--- src/rtl/uart_tx_arbiter.sv ---
// Round-robin arbiter that lets NUM_REQ requesters share one uart_tx.
// A single FSM latches the winner's byte, issues send_signal, reissues it
// if the transmitter never reports busy, and reports completion per owner.
module uart_tx_arbiter #(
  parameter int NUM_REQ      = 4,
  parameter int DATA_LEN     = 8,
  parameter int RETRY_CYCLES = 4,
  localparam int ID_W        = (NUM_REQ > 1) ? $clog2(NUM_REQ) : 1
) (
  input  logic                         clk,
  input  logic                         reset,
  input  logic [NUM_REQ-1:0]           req,
  input  logic [NUM_REQ*DATA_LEN-1:0]  req_data,
  output logic [NUM_REQ-1:0]           grant,
  output logic [NUM_REQ-1:0]           done,
  output logic [ID_W-1:0]              active_id,
  output logic                         busy,
  output logic                         send_signal,
  output logic [DATA_LEN-1:0]          data,
  input  logic                         tx_busy,
  input  logic                         tx_done
);

  // Retry counter must be able to hold RETRY_CYCLES-1.
  localparam int RC_W = (RETRY_CYCLES > 1) ? $clog2(RETRY_CYCLES + 1) : 1;

  typedef enum logic [2:0] {
    S_IDLE      = 3'd0,
    S_ISSUE     = 3'd1,
    S_WAIT_BUSY = 3'd2,
    S_WAIT_DONE = 3'd3,
    S_RELEASE   = 3'd4
  } state_e;

  state_e              state_q;
  logic [ID_W-1:0]     last_q;
  logic [ID_W-1:0]     active_id_q;
  logic [RC_W-1:0]     retry_q;
  logic [NUM_REQ-1:0]  grant_q;
  logic [NUM_REQ-1:0]  done_q;
  logic                busy_q;
  logic                send_q;
  logic [DATA_LEN-1:0] data_q;

  logic [ID_W-1:0]     win_id_d;
  logic [DATA_LEN-1:0] win_data_d;

  // Round-robin search: start just after the last completed owner and wrap.
  function automatic logic [ID_W-1:0] rr_pick(input logic [NUM_REQ-1:0] r,
                                              input logic [ID_W-1:0]    l);
    logic [ID_W-1:0] pick;
    logic [ID_W-1:0] cand;
    logic            found;
    logic            take;
    pick  = '0;
    found = 1'b0;
    for (int i = 1; i <= NUM_REQ; i++) begin
      cand  = ID_W'((int'(l) + i) % NUM_REQ);
      take  = ~found & r[cand];
      pick  = take ? cand : pick;
      found = found | r[cand];
    end
    return pick;
  endfunction

  // Requester index to one-hot pulse vector.
  function automatic logic [NUM_REQ-1:0] id_onehot(input logic [ID_W-1:0] id);
    logic [NUM_REQ-1:0] oh;
    oh     = '0;
    oh[id] = 1'b1;
    return oh;
  endfunction

  // Candidate winner and its byte; only consumed when the FSM is in IDLE.
  always_comb begin
    win_id_d   = rr_pick(req, last_q);
    win_data_d = req_data[win_id_d*DATA_LEN +: DATA_LEN];
  end

  // Arbitration FSM with every output produced directly from a register.
  always_ff @(posedge clk) begin
    if (reset) begin
      state_q     <= S_IDLE;
      last_q      <= ID_W'(NUM_REQ - 1);
      active_id_q <= '0;
      retry_q     <= '0;
      grant_q     <= '0;
      done_q      <= '0;
      busy_q      <= 1'b0;
      send_q      <= 1'b0;
      data_q      <= '0;
    end else begin
      // Pulse outputs are low unless a transition below raises them.
      grant_q <= '0;
      done_q  <= '0;
      send_q  <= 1'b0;
      case (state_q)
        S_IDLE: begin
          if (|req) begin
            active_id_q <= win_id_d;
            data_q      <= win_data_d;
            grant_q     <= id_onehot(win_id_d);
            send_q      <= 1'b1;
            busy_q      <= 1'b1;
            state_q     <= S_ISSUE;
          end else begin
            busy_q  <= 1'b0;
            state_q <= S_IDLE;
          end
        end
        S_ISSUE: begin
          retry_q <= '0;
          state_q <= S_WAIT_BUSY;
        end
        S_WAIT_BUSY: begin
          if (tx_busy) begin
            state_q <= S_WAIT_DONE;
          end else if (tx_done) begin
            done_q  <= id_onehot(active_id_q);
            last_q  <= active_id_q;
            state_q <= S_RELEASE;
          end else if (retry_q == RC_W'(RETRY_CYCLES - 1)) begin
            // Counting this cycle the wait has lasted RETRY_CYCLES cycles,
            // so the reissued strobe lands RETRY_CYCLES+1 after the last one.
            send_q  <= 1'b1;
            state_q <= S_ISSUE;
          end else begin
            retry_q <= retry_q + RC_W'(1);
            state_q <= S_WAIT_BUSY;
          end
        end
        S_WAIT_DONE: begin
          if (tx_done) begin
            done_q  <= id_onehot(active_id_q);
            last_q  <= active_id_q;
            state_q <= S_RELEASE;
          end else begin
            state_q <= S_WAIT_DONE;
          end
        end
        S_RELEASE: begin
          // One idle cycle so uart_tx leaves its post-stop state first.
          busy_q  <= 1'b0;
          state_q <= S_IDLE;
        end
        default: begin
          busy_q  <= 1'b0;
          state_q <= S_IDLE;
        end
      endcase
    end
  end

  assign grant       = grant_q;
  assign done        = done_q;
  assign active_id   = active_id_q;
  assign busy        = busy_q;
  assign send_signal = send_q;
  assign data        = data_q;

endmodule

--- config.mk ---
export PLATFORM = sky130hd
export DESIGN_NAME = uart_tx_arbiter
export DESIGN_NICKNAME = d
export VERILOG_FILES = /design/src/rtl/uart_tx_arbiter.sv
export SDC_FILE = /design/constraint.sdc
export NUM_CORES = 1
export LEC_CHECK = 0
export ABC_CLOCK_PERIOD_IN_PS = 1800
export CAP_MARGIN = 40
export CORE_MARGIN = 1
export CORE_UTILIZATION = 45
export CTS_BUF_LIST = sky130_fd_sc_hd__clkbuf_2 sky130_fd_sc_hd__clkbuf_4 sky130_fd_sc_hd__clkbuf_8
export CTS_CLUSTER_SIZE = 10
export DETAILED_ROUTE_END_ITERATION = 8
export PLACE_DENSITY = 0.91
export SETUP_SLACK_MARGIN = 0.1
export SLEW_MARGIN = 20
export SYNTH_ARGS = -nofsm -noshare
export SYNTH_HDL_FRONTEND = slang
export SYNTH_SLANG_ARGS = --single-unit
--- constraint.sdc ---
create_clock -name clk -period 1.8 [get_ports clk]
set_input_delay 0.27 -clock clk [delete_from_list [all_inputs] [get_ports clk]]
set_output_delay 0.27 -clock clk [all_outputs]
set_load 0.005 [all_outputs]
# Yosys cells after proc, flatten, opt, wreduce, memory -nomap -nowiden
# Cells that the tools add are included.
# word_totals
output_inout_bits	20
word_cells	89
reg_bits	28
inputBits	40
# classes
bitwise_logic	10
addsub	5
n_lt_le_gt_ge	8
n_reduce_logical	11
n_eq_ne	7
mux	38
shift	1
# ops
operator	count
$shiftx A32 B6 Y8	1
$lt A2 B3 Y1 const B	6
$mux W3	6
$mux W2	7
$pmux W3 S4	1
$mux W1	11
$eq A3 B2 Y1 const B	3
$bmux W1 S2	4
$mux W4	2
$pmux W4 S2	1
$ne A2 B2 Y1 const B	3
$pmux W3 S2	1
$reduce_or A3 Y1	2
$not A1 Y1	5
$add A2 B1 Y2 const B	2
$add A2 B2 Y2 const B	2
$demux W1 S2	2
$ge A2 B1 Y1 const B	2
$pmux W1 S2	2
$pmux W2 S2	1
$reduce_and A2 Y1	2
$reduce_and A4 Y1	1
$reduce_bool A2 Y1	2
$reduce_or A4 Y1	1
other kinds (6)	10

# Depth between registers and ports, before layout
# Gate-level depths: netlist of the first run.
# depth
word_depth	12
ltp_mapped	8
ltp_nobuf	7

# Worst setup path before layout of the first run
# No wires, ideal clock.
# synth_timing
kind	reg2reg
from	register last_q[0]
to	register data_q[2] (netlist: data[2])
stages_incl_launch_ff	9
setup_time_ns	0.132
arrival_ns	1.460
synth_period_minus_slack_ns	1.592
setup_slack_ns	0.208
cell_sequence	dfxtp_1 nand2b_1 a21o_1 buf_6 and3_4 buf_12 buf_12 a211oi_2 a211oi_2
# synth_via
elab_chain_cells	9
# synth_lines
item	line	rtl
start, declared	36	logic [ID_W-1:0] last_q;
start signal, assigned	84	last_q <= ID_W'(NUM_REQ - 1);
start signal, assigned	120	last_q <= active_id_q;
start signal, assigned	135	last_q <= active_id_q;
$add A2 B1 Y2 or $add A2 B2 Y2 (tied branches)	58	cand = ID_W'((int'(l) + i) % NUM_REQ);
$bmux W1 S2	59, 61	
$mux W1 (implied by the code)	59, 61	
$not A1 Y1 or $or A1 B1 Y1 (tied branches)	59, 61	
$and A1 B1 Y1 (tied with other cells)	59	take = ~found & r[cand];
$mux W2 (tied with other cells)	60	pick = take ? cand : pick;
$mux W2 or $and A1 B1 Y1 (tied branches)	60, 59	
$mux W2 *	60	
$shiftx A32 B6 Y8 *	77	win_data_d = req_data[win_id_d*DATA_LEN +: DATA_LEN];
end signal, assigned	101	data_q <= win_data_d;
end, declared	43	logic [DATA_LEN-1:0] data_q;
# Mark *: on every way between the ends. The rest lies on a longest branch, timed or not. The select of a mux whose other input is x is not followed.
# A chain may end at the register's enable or synchronous reset.

# Worst setup path in the final report of the first run
# layout_timing
from	register retry_q[0]
to	register retry_q[0]
# layout_via
elab_chain_cells	5
# layout_lines
item	line	rtl
start, declared	38	logic [RC_W-1:0] retry_q;
start signal, assigned	128	retry_q <= retry_q + RC_W'(1);
$add A3 B1 Y3	128	
$mux W3	122	end else if (retry_q == RC_W'(RETRY_CYCLES - 1)) begin
$mux W3	118	end else if (tx_done) begin
$mux W3	116	if (tx_busy) begin
$pmux W3 S2	97	case (state_q)
# Several ways; a longest one is shown, not always the timed one. The select of a mux whose other input is x is not followed.

==> summary.txt, run 1 <==
Initial Utilization: 0.486
htree depth: 1
R2R Setup Slk: 0.12 ns
max_cap viols: 0
status: completed
Final Cycle Share: 0.931
height of the die: 60.4 um
pwr dens: 720 nW/um2
Rows: 20
placed cell area: 2270 um2
Reg clk slew, reported paths: 0.16 ns
Mapped Area: 1530 um2
startpoint types: flip-flop
total number of yosys warnings: 0
vias per cell: 5.50
Primary FF master, synth: dfxtp_1
Area Growth Syn to Fin: 59.6%
post-synthesis cell count: 160
Req. time, crit path: 2.03 ns
Max Transition Viols Final: 0
I/O Pins: 60
share of the synthesized area in the top cell type: 0.366
CTS max path bufs: 2
final setup margin: 0.123 ns
Pwr Total: 1.76 mW
RSZ-0062 raised after global routing: true
slew margin rel.: 0.697
DR iter-0 viols: 64
WHS Endpoint: grant[0]$_SDFF_PP0_
TritonCTS buffer count: 3
Worst Path Arrival: 1.91 ns
largest net degree at the start of global routing: 29
DRC viols: 0
clk root buf: clkbuf_4
Synth area leader: dfxtp_1
Final ANT Viol Nets: 0
GP Congestion: 0.820
Synth top cells by count: 28 x dfxtp_1, 14 x nor2_1, 12 x a211oi_2, 12 x inv_1, 11 x mux2i_1
critical path endpoint category: flip-flop
most frequent cell after synthesis: dfxtp_1
fmax: 0.596 GHz
top cells by area, synth: dfxtp_1 37%, a211oi_2 9.8%, mux2i_1 7.2%
Worst Max-Slew Pin Slew: 0.454 ns
ant diodes: 0
placed cells: 274
Final min period: 1.68 ns
DIE AREA: 3640 um2
CTS Sinks: 28
Final Instance Count excl. Fillers: 284
post-synthesis area per instance: 9.58 um2
HPWL after DPL: 3060 um
skew final: 0.0167 ns
CP max FO: 3
Netlist cell types: 39
sequential fraction of the synthesis area: 0.366
CTS tree: yes
core area: 3150 um2
Max VDD drop: 0.449 mV
Port Buffers: 59
drt wl/cell: 15.9 um
R2R depth: 7
worst-skew pair later-pin latency: 0.34 ns
syn nets: 202
vias in the first global route: 1513
Final Hold Vio Count: 0
register bit total from synthesis: 28
crit path kind: flip-flop to flip-flop
First-pass DRT Iterations: 4
Worst R2R Start: retry_q[0]$_SDFFE_PP0P_
total routed wirelength: 4510 um
pre-CTS WS: -0.355 ns
final net count: 284
worst reg2reg endpoint: retry_q[0]$_SDFFE_PP0P_
HP Start: req[2]
leak pwr: 0.966 nW
die width: 60.4 um
post-route cell area: 2450 um2
min-delay worst type: input pin to flip-flop
Async S/R FF share, synth: 0
initial antenna violation count: 0
share of cells above drive strength 1: 0.275
hold depth: 3
first-pass GRT wire length: 6380 um
GRT Total Usage: 0.233
Hold Buf Count CTS: 0
Overflow after GRT: 0
final setup fails: 0
Post-synth EDFFs: 0
vias after detailed routing: 1561
-- critical path: stages (launching register included) --
cell and delay [ns]:
dfxtp_2 0.37, ha_4 0.16, ha_4 0.17, nor4_4 0.27, mux2i_1 0.15, nor2_2 0.22, mux2i_1 0.20, nor2_1 0.05
-- layout make-up --
class,instances,area [um2]
timing repair buffer,87,823
inverter,12,48.8
fill,201,707
multi-input combinational,110,932
clock buffer,3,22.5
sequential,28,564
tap,44,55.1
-- power by group --
part / switching (mW) / internal (mW) / total, mW
registers: 0.0658 / 0.691 / 0.757
clock network: 0.189 / 0.0788 / 0.268
logic: 0.322 / 0.414 / 0.736
total: 0.577 / 1.18 / 1.76
-- logic make-up after synthesis --
family	synth area share
fa+ha+maj	0.0163
buf+inv	0.0816
flops	0.366
simple gates	0.187
compound gates	0.278
mux	0.0718
-- metal layers --
| layer | GRT usage | part of all wire | wire [um] |
|---|---|---|---|
| met2 | 0.430 | 0.51 | 2300 |
| met3 | 0.0405 | 0.049 | 219 |
| met4 | 0.0997 | 0.020 | 92 |
| met1 | 0.262 | 0.42 | 1900 |
| met5 | 0 | 0 | 0 |
-- through the flow --
step           setup TNS, ns   util  hold slack (ns)
3_3_place_gp           -2.43  0.719            0.467
2_1_floorplan              0      -            0.453
6_report                   0  0.776            0.483
5_1_grt                    0  0.776            0.499
4_1_cts                    0  0.732            0.500
3_5_place_dp           -3.52  0.719            0.479
-- cell usage in the layout, fill, tap and decap left out, types with 2 or more instances in the layout --
cell type,n
a21oi_1,3
nor2b_1,3
dfxtp_1,25
o21ai_0,4
dfxtp_2,3
buf_4,27
nor4_2,2
nor3_1,3
clkbuf_4,3
nand2_1,2
nand2b_1,4
a211o_1,2
nor4_1,5
nor4_4,3
a211oi_2,16
dlymetal6s2s_1,4
o21bai_1,8
clkdlybuf4s50_1,55
nor2_1,13
a31oi_1,8
mux2i_1,11
ha_4,2
inv_1,11
nand3_1,4
-- how the worst max path moves through the flow --
| stage | from | end | slack [ns] |
|---|---|---|---|
| floorplan | last_q[0]$_SDFFE_PP1P_ | data[2]$_SDFFE_PP0P_ | 0.21 |
| global placement | req[2] | data[0]$_SDFFE_PP0P_ | -0.25 |
| detailed placement | req[1] | data[0]$_SDFFE_PP0P_ | -0.35 |
| CTS | retry_q[0]$_SDFFE_PP0P_ | retry_q[0]$_SDFFE_PP0P_ | 0.12 |
| global route | retry_q[1]$_SDFFE_PP0P_ | retry_q[0]$_SDFFE_PP0P_ | 0.06 |
| finish | retry_q[0]$_SDFFE_PP0P_ | retry_q[0]$_SDFFE_PP0P_ | 0.12 |
-- timing repair --
item                       in CTS  in global routing
setup buffers                   0                  7
setup endpoints to repair      11                 13
pin swaps                       0                  5
resized for setup               3                 20
-- flip-flops by register name (all words and copies together) (netlist names) --
name	count
active_id	2
done	4
retry_q	3
state_q	3
grant	4
last_q	2
busy	1
data	8
send_signal	1
(Power assumes the default switching activity.)
==> run 2, diff against run 1 <==
CORE_ASPECT_RATIO = 0.9   (was default)
CTS_CLUSTER_SIZE = default   (was 10)
==> run 2 against run 1 <==
  * Sequential share of layout area fell by 0.57 points
  * Utilization rose by 2.5 points
  * Clock skew shrank 0.012 ns
  * Largest cell class unchanged
  * Worst setup slack worse by 0.048 ns
  * Critical path depth unchanged
  * Via count rose by 8.1%
  * Flip-flop and latch count unchanged
  * Design area up 2.8%
  * Non-clock buffer count unchanged
  * Die area about the same
  * Maximum frequency fell by 2.8%
==> summary.txt, run 2 (synthesized netlist as in run 1, its figures left out) <==
core area: 3140 um2 (-0.48%)
Worst Max-Slew Pin Slew: 0.480 ns (+0.0261 ns)
Psw: 0.625 mW (+8.3%)
Top Metal Used: met4
P_int: 1.40 mW (+19%)
critical path endpoint category: flip-flop
Reg clk slew, reported paths: 0.10 ns (-0.06 ns)
initial antenna violation count: 0 (unchanged)
DIE AREA: 3640 um2 (about the same)
Comb power frac: 0.383 (-0.035)
Final Hold Vio Count: 0 (unchanged)
DR iter-0 viols: 119 (+86%)
First-pass DRT Iterations: 4 (unchanged)
slowest stage delay, CP: 0.36 ns (about the same)
max_cap viols: 0 (unchanged)
CTS max path bufs: 2 (unchanged)
Final ANT Viol Nets: 0 (unchanged)
largest net degree at the start of global routing: 29 (unchanged)
Max Transition Viols Final: 0 (unchanged)
Final min period: 1.72 ns (+0.0480 ns)
R2R Setup Slk: 0.08 ns (-0.05 ns)
WHS: 0.517 ns (+0.0342 ns)
Area Growth Syn to Fin: 64.0%
GP Congestion: 0.860 (+4.8%)
pwr dens: 807 nW/um2 (+12%)
skew final: 0.00511 ns (-0.0116 ns)
TritonCTS buffer count: 3 (unchanged)
RSZ-0062 raised after global routing: true
CP bufs+invs: 0 (unchanged)
CP max FO: 4 (+1)
ant diodes: 0 (unchanged)
slowest CP cell: dfxtp_2
drt wl/cell: 19.2 um (+21%)
Req. time, crit path: 1.97 ns (-0.06 ns)
GRT Total Usage: 0.277 (+0.0437)
vias per cell: 5.94 (+8.1%)
pre-CTS WS: -0.372 ns (-0.0172 ns)
final net count: 285 (+0.35%)
final setup margin: 0.0753 ns (-0.0480 ns)
Initial Utilization: 0.488 (+0.00233)
worst-skew pair later-pin latency: 0.27 ns (-0.07 ns)
Port Buffers: 59 (unchanged)
max reg flops: 8 (unchanged)
total routed wirelength: 5440 um (+21%)
first-pass GRT wire length: 7710 um (+21%)
min-delay worst type: flip-flop to flip-flop
Crit path max-delay family: simple AND/OR/NAND/NOR gates
height of the die: 57.4 um (-5.0%)
status: completed
Worst Path Arrival: 1.90 ns (about the same)
Max VDD drop: 0.477 mV (+6.2%)
DRC viols: 0 (unchanged)
I/O Pins: 60 (unchanged)
Overflow after GRT: 0 (unchanged)
vias in the first global route: 1596 (+5.5%)
CTS Sinks: 28 (unchanged)
crit path kind: flip-flop to flip-flop
startpoint types: flip-flop
htree depth: 1 (unchanged)
clk root buf: clkbuf_8
Reg power frac: 0.375 (-0.055)
Rows: 19 (-5.0%)
clock share of power: 0.242 (+0.090)
most frequent cells in the layout: 55 x clkdlybuf4s50_1, 27 x buf_4, 24 x dfxtp_1
DR WL met3: 349 um (+59%)
CTS tree: yes
final setup fails: 0 (unchanged)
share of cells above drive strength 1: 0.298 (+0.0225)
HPWL after DPL: 3310 um (+8.2%)
vias after detailed routing: 1688 (+8.1%)
switch share: 0.308 (-0.0196)
commonest non-fill, non-tap cell in the layout: clkdlybuf4s50_1
met1 WL: 2170 um (+15%)
leak pwr: 0.985 nW (+1.9%)
die width: 63.5 um (+5.2%)
slew margin rel.: 0.680 (-0.0175)
fmax: 0.580 GHz (-2.8%)
metal2 WL: 2730 um (+19%)
Final Cycle Share: 0.958 (+0.0267)
crit path cell chain: ha_4 > ha_4 > nor4_4 > mux2i_1 > nor2_2 > mux2i_1 > nor2_1
## run 2: cell count changes in the layout (fill, tap and decap cells not counted), sizes merged
| cell | delta |
|---|---|
| and3 | +1 |
| bufinv | +1 |
| clkdlybuf4s15 | +1 |
| dlymetal6s2s | -1 |
## run 2: area by class of cell
class / count / area [um2]
fillers: 183 / 624
multi-input cells: 111 / 955
well taps: 42 / 52.6
repair buffers: 87 / 821
clock inverters: 1 / 30.0
clock buffers: 3 / 41.3
inverters: 12 / 48.8
flip-flops and latches: 28 / 566
## run 2: final timing paths
| path | startpoint | end | cells after the start |
|---|---|---|---|
| worst max-delay path | retry_q[1]$_SDFFE_PP0P_ | retry_q[0]$_SDFFE_PP0P_ | 7 |
| worst min-delay path | retry_q[2]$_SDFFE_PP0P_ | retry_q[2]$_SDFFE_PP0P_ | 2 |
| worst max register to register | retry_q[1]$_SDFFE_PP0P_ | retry_q[0]$_SDFFE_PP0P_ | 7 |
| worst min register to register | retry_q[2]$_SDFFE_PP0P_ | retry_q[2]$_SDFFE_PP0P_ | 2 |
## run 2: repair_timing
action / 4_1_cts / 5_1_grt
setup buffers: 0 / 5
pin swaps: 5 / 10
setup endpoints to repair: 13 / 16
gates resized for setup: 5 / 24
gates cloned: 1 / 0
hold buffers: 0 / 0
## run 2: per-stage QoR
step	instances	power, mW	utilization	instance area (um2)	setup TNS (ns)
3_5_place_dp	274	1.43	0.727	2280	-3.67
5_1_grt	284	2.11	0.801	2510	0
6_report	284	2.03	0.801	2510	0
2_1_floorplan	160	1.10	-	1530	0
3_3_place_gp	274	1.41	0.727	2280	-2.41
4_1_cts	279	1.94	0.759	2380	0
## run 2: per-layer routing
layer  global-route usage  vias to the layer above
met1                0.343                      809
li1                     -                      764
met3               0.0280                       19
met4               0.0942                        0
met2                0.500                       96
met5                    0                        -
## run 2: power by group through the flow
stage	clock network [mW]	registers [mW]	logic (mW)
after floorplan	0	0.751	0.348
after global placement	0	0.758	0.647
after detailed placement	0	0.763	0.663
after CTS	0.498	0.754	0.686
after global routing	0.522	0.768	0.817
final	0.491	0.761	0.776
## run 2: worst register-to-register path, cell delays in order (launching register included)
cell,delay (ns)
dfxtp_2,0.36
ha_4,0.17
ha_4,0.18
nor4_4,0.24
mux2i_1,0.14
nor2_2,0.25
mux2i_1,0.23
nor2_1,0.06
==> run 3, diff against run 2 <==
CELL_PAD_IN_SITES_DETAIL_PLACEMENT = 0   (was default)
CELL_PAD_IN_SITES_GLOBAL_PLACEMENT = 1   (was default)
CORE_UTILIZATION = 33   (was 45)
CTS_CLUSTER_SIZE = 8   (was default)
==> run 3 against run 2 <==
  * Critical path depth is 1 lower
  * Count of clock-buffer cells in the layout unchanged
  * Hold slack lost 0.0055 ns
  * Register-to-register slack better by 0.08 ns
  * Via count fell by 12%
  * Worst setup slack better by 0.077 ns
  * Final cell count up 4.9%
  * Highest routed layer unchanged
==> summary.txt, run 3 (synthesized netlist as in run 1, its figures left out) <==
startpoint types: flip-flop
min-delay worst type: flip-flop to flip-flop
leak pwr: 0.962 nW (-2.4%)
HPWL after DPL: 3070 um (-7.1%)
Max VDD drop: 0.322 mV (-33%)
vias after detailed routing: 1483 (-12%)
height of the die: 66.7 um (+16%)
Area Growth Syn to Fin: 60.7%
final setup fails: 0 (unchanged)
initial antenna violation count: 0 (unchanged)
TritonCTS buffer count: 3 (unchanged)
drt wl/cell: 14.4 um (-25%)
Crit path max-delay family: compound AO/OA/AOI/OAI gates
Initial Utilization: 0.344 (-0.145)
Final ANT Viol Nets: 0 (unchanged)
Overflow after GRT: 0 (unchanged)
slowest CP cell: dfxtp_1
first-pass GRT wire length: 6730 um (-13%)
Rows: 23 (+4)
final setup margin: 0.152 ns (+0.0769 ns)
slew margin rel.: 0.682 (+0.00248)
post-route cell area: 2460 um2 (-2.0%)
max_cap viols: 0 (unchanged)
fillers: 398 (+120%)
core area: 4460 um2 (+42%)
max reg flops: 8 (unchanged)
Final Cycle Share: 0.915 (-0.0427)
vias in the first global route: 1367 (-14%)
vias per cell: 4.98 (-16%)
pre-CTS WS: -0.321 ns (+0.0514 ns)
DR iter-0 viols: 111 (-6.7%)
pwr dens: 786 nW/um2 (-2.7%)
Hold Buf Count CTS: 0 (unchanged)
clk root buf: clkbuf_8
die width: 73.8 um (+16%)
CP bufs+invs: 1 (+1)
GRT Total Usage: 0.181 (-0.0959)
GP Congestion: 0.823 (-4.3%)
Max Transition Viols Final: 0 (unchanged)
Worst Path Arrival: 1.81 ns (-0.09 ns)
worst-skew pair later-pin latency: 0.27 ns (about the same)
commonest non-fill, non-tap cell in the layout: clkdlybuf4s50_1
skew final: 0.00431 ns (-0.000799 ns)
Final Hold Vio Count: 0 (unchanged)
CTS tree: yes
CTS Sinks: 28 (unchanged)
Req. time, crit path: 1.96 ns (about the same)
crit path cell chain: nand2b_1 > a21o_1 > and3_4 > buf_4 > a211oi_2 > a211oi_2
WHS: 0.511 ns (-0.00548 ns)
Pwr Total: 1.94 mW (-4.6%)
CP max FO: 7 (+3)
Reg clk slew, reported paths: 0.09 ns (about the same)
CTS max path bufs: 2 (unchanged)
Worst Max-Slew Pin Slew: 0.476 ns (-0.00371 ns)
RSZ-0062 raised after global routing: true
critical path endpoint category: flip-flop
Final min period: 1.65 ns (-0.0769 ns)
status: completed
share of cells above drive strength 1: 0.250 (-0.0475)
ant diodes: 0 (unchanged)
crit path kind: flip-flop to flip-flop
Final Util: 0.552 (-0.249)
placed cell area: 2290 um2 (+0.44%)
htree depth: 1 (unchanged)
DRC viols: 0 (unchanged)
fmax: 0.607 GHz (+4.7%)
slowest stage delay, CP: 0.39 ns (+0.03 ns)
DIE AREA: 4920 um2 (+35%)
Port Buffers: 59 (unchanged)
I/O Pins: 60 (unchanged)
total routed wirelength: 4290 um (-21%)
dominant cell type by count on the critical path: a211oi_2
final net count: 279 (-2.1%)
First-pass DRT Iterations: 4 (unchanged)
most frequent cells in the layout: 55 x clkdlybuf4s50_1, 26 x dfxtp_1, 20 x buf_4
largest net degree at the start of global routing: 29 (unchanged)
==> run 3: cell count changes in the layout (fill, tap and decap cells not counted), moves of 2 or more <==
cell | previous run | this run
a211oi_1 | 0 | 3
a211oi_2 | 17 | 14
buf_4 | 27 | 20
dfxtp_1 | 24 | 26
dfxtp_2 | 4 | 2
==> run 3: path summary, 6_finish.rpt <==
path                                               from                      end  slack (ns)  cells after the start
worst max-delay path             last_q[0]$_SDFFE_PP1P_     data[3]$_SDFFE_PP0P_        0.15                      6
worst min-delay path            retry_q[2]$_SDFFE_PP0P_  retry_q[2]$_SDFFE_PP0P_        0.51                      2
worst max register to register   last_q[0]$_SDFFE_PP1P_     data[3]$_SDFFE_PP0P_        0.15                      6
worst min register to register  retry_q[2]$_SDFFE_PP0P_  retry_q[2]$_SDFFE_PP0P_        0.51                      2
==> run 3: per-layer routing <==
metal,GRT usage,share of wire
met5,0,0
met4,0.0433,0.0019
met3,0.0348,0.056
met2,0.273,0.47
met1,0.262,0.47
==> run 3: worst min-delay path, cell delays in order (launching register included) <==
cell and delay (ns):
dfxtp_1 0.34, mux2i_1 0.06, nor2_1 0.08
==> run 3: cell type report <==
class	count	area, um2	share of cell area
clock buffer	3	41.3	0.0168
clock inverter	1	30.0	0.0122
inverter	12	45.0	0.0183
multi-input combinational	111	928	0.377
sequential	28	563	0.229
tap	62	77.6	0.0315
timing repair buffer	81	778	0.316
==> run 3: stage by stage <==
| stage | cells | setup TNS [ns] |
|---|---|---|
| floorplan | 160 | 0 |
| global placement | 292 | -2.35 |
| detailed placement | 292 | -2.84 |
| CTS | 298 | 0 |
| global route | 298 | 0 |
| finish | 298 | 0 |
==> run 3: where the power goes <==
| group | internal [mW] | switching (mW) |
|---|---|---|
| Sequential | 0.691 | 0.0685 |
| Clock | 0.298 | 0.191 |
| Combinational | 0.390 | 0.298 |
==> run 3: repair_timing <==
item,in CTS,in global routing
gates cloned,1,0
pin swaps,5,8
endpoints found under the setup margin,10,15
resized for setup,7,14
buffers inserted,1,0
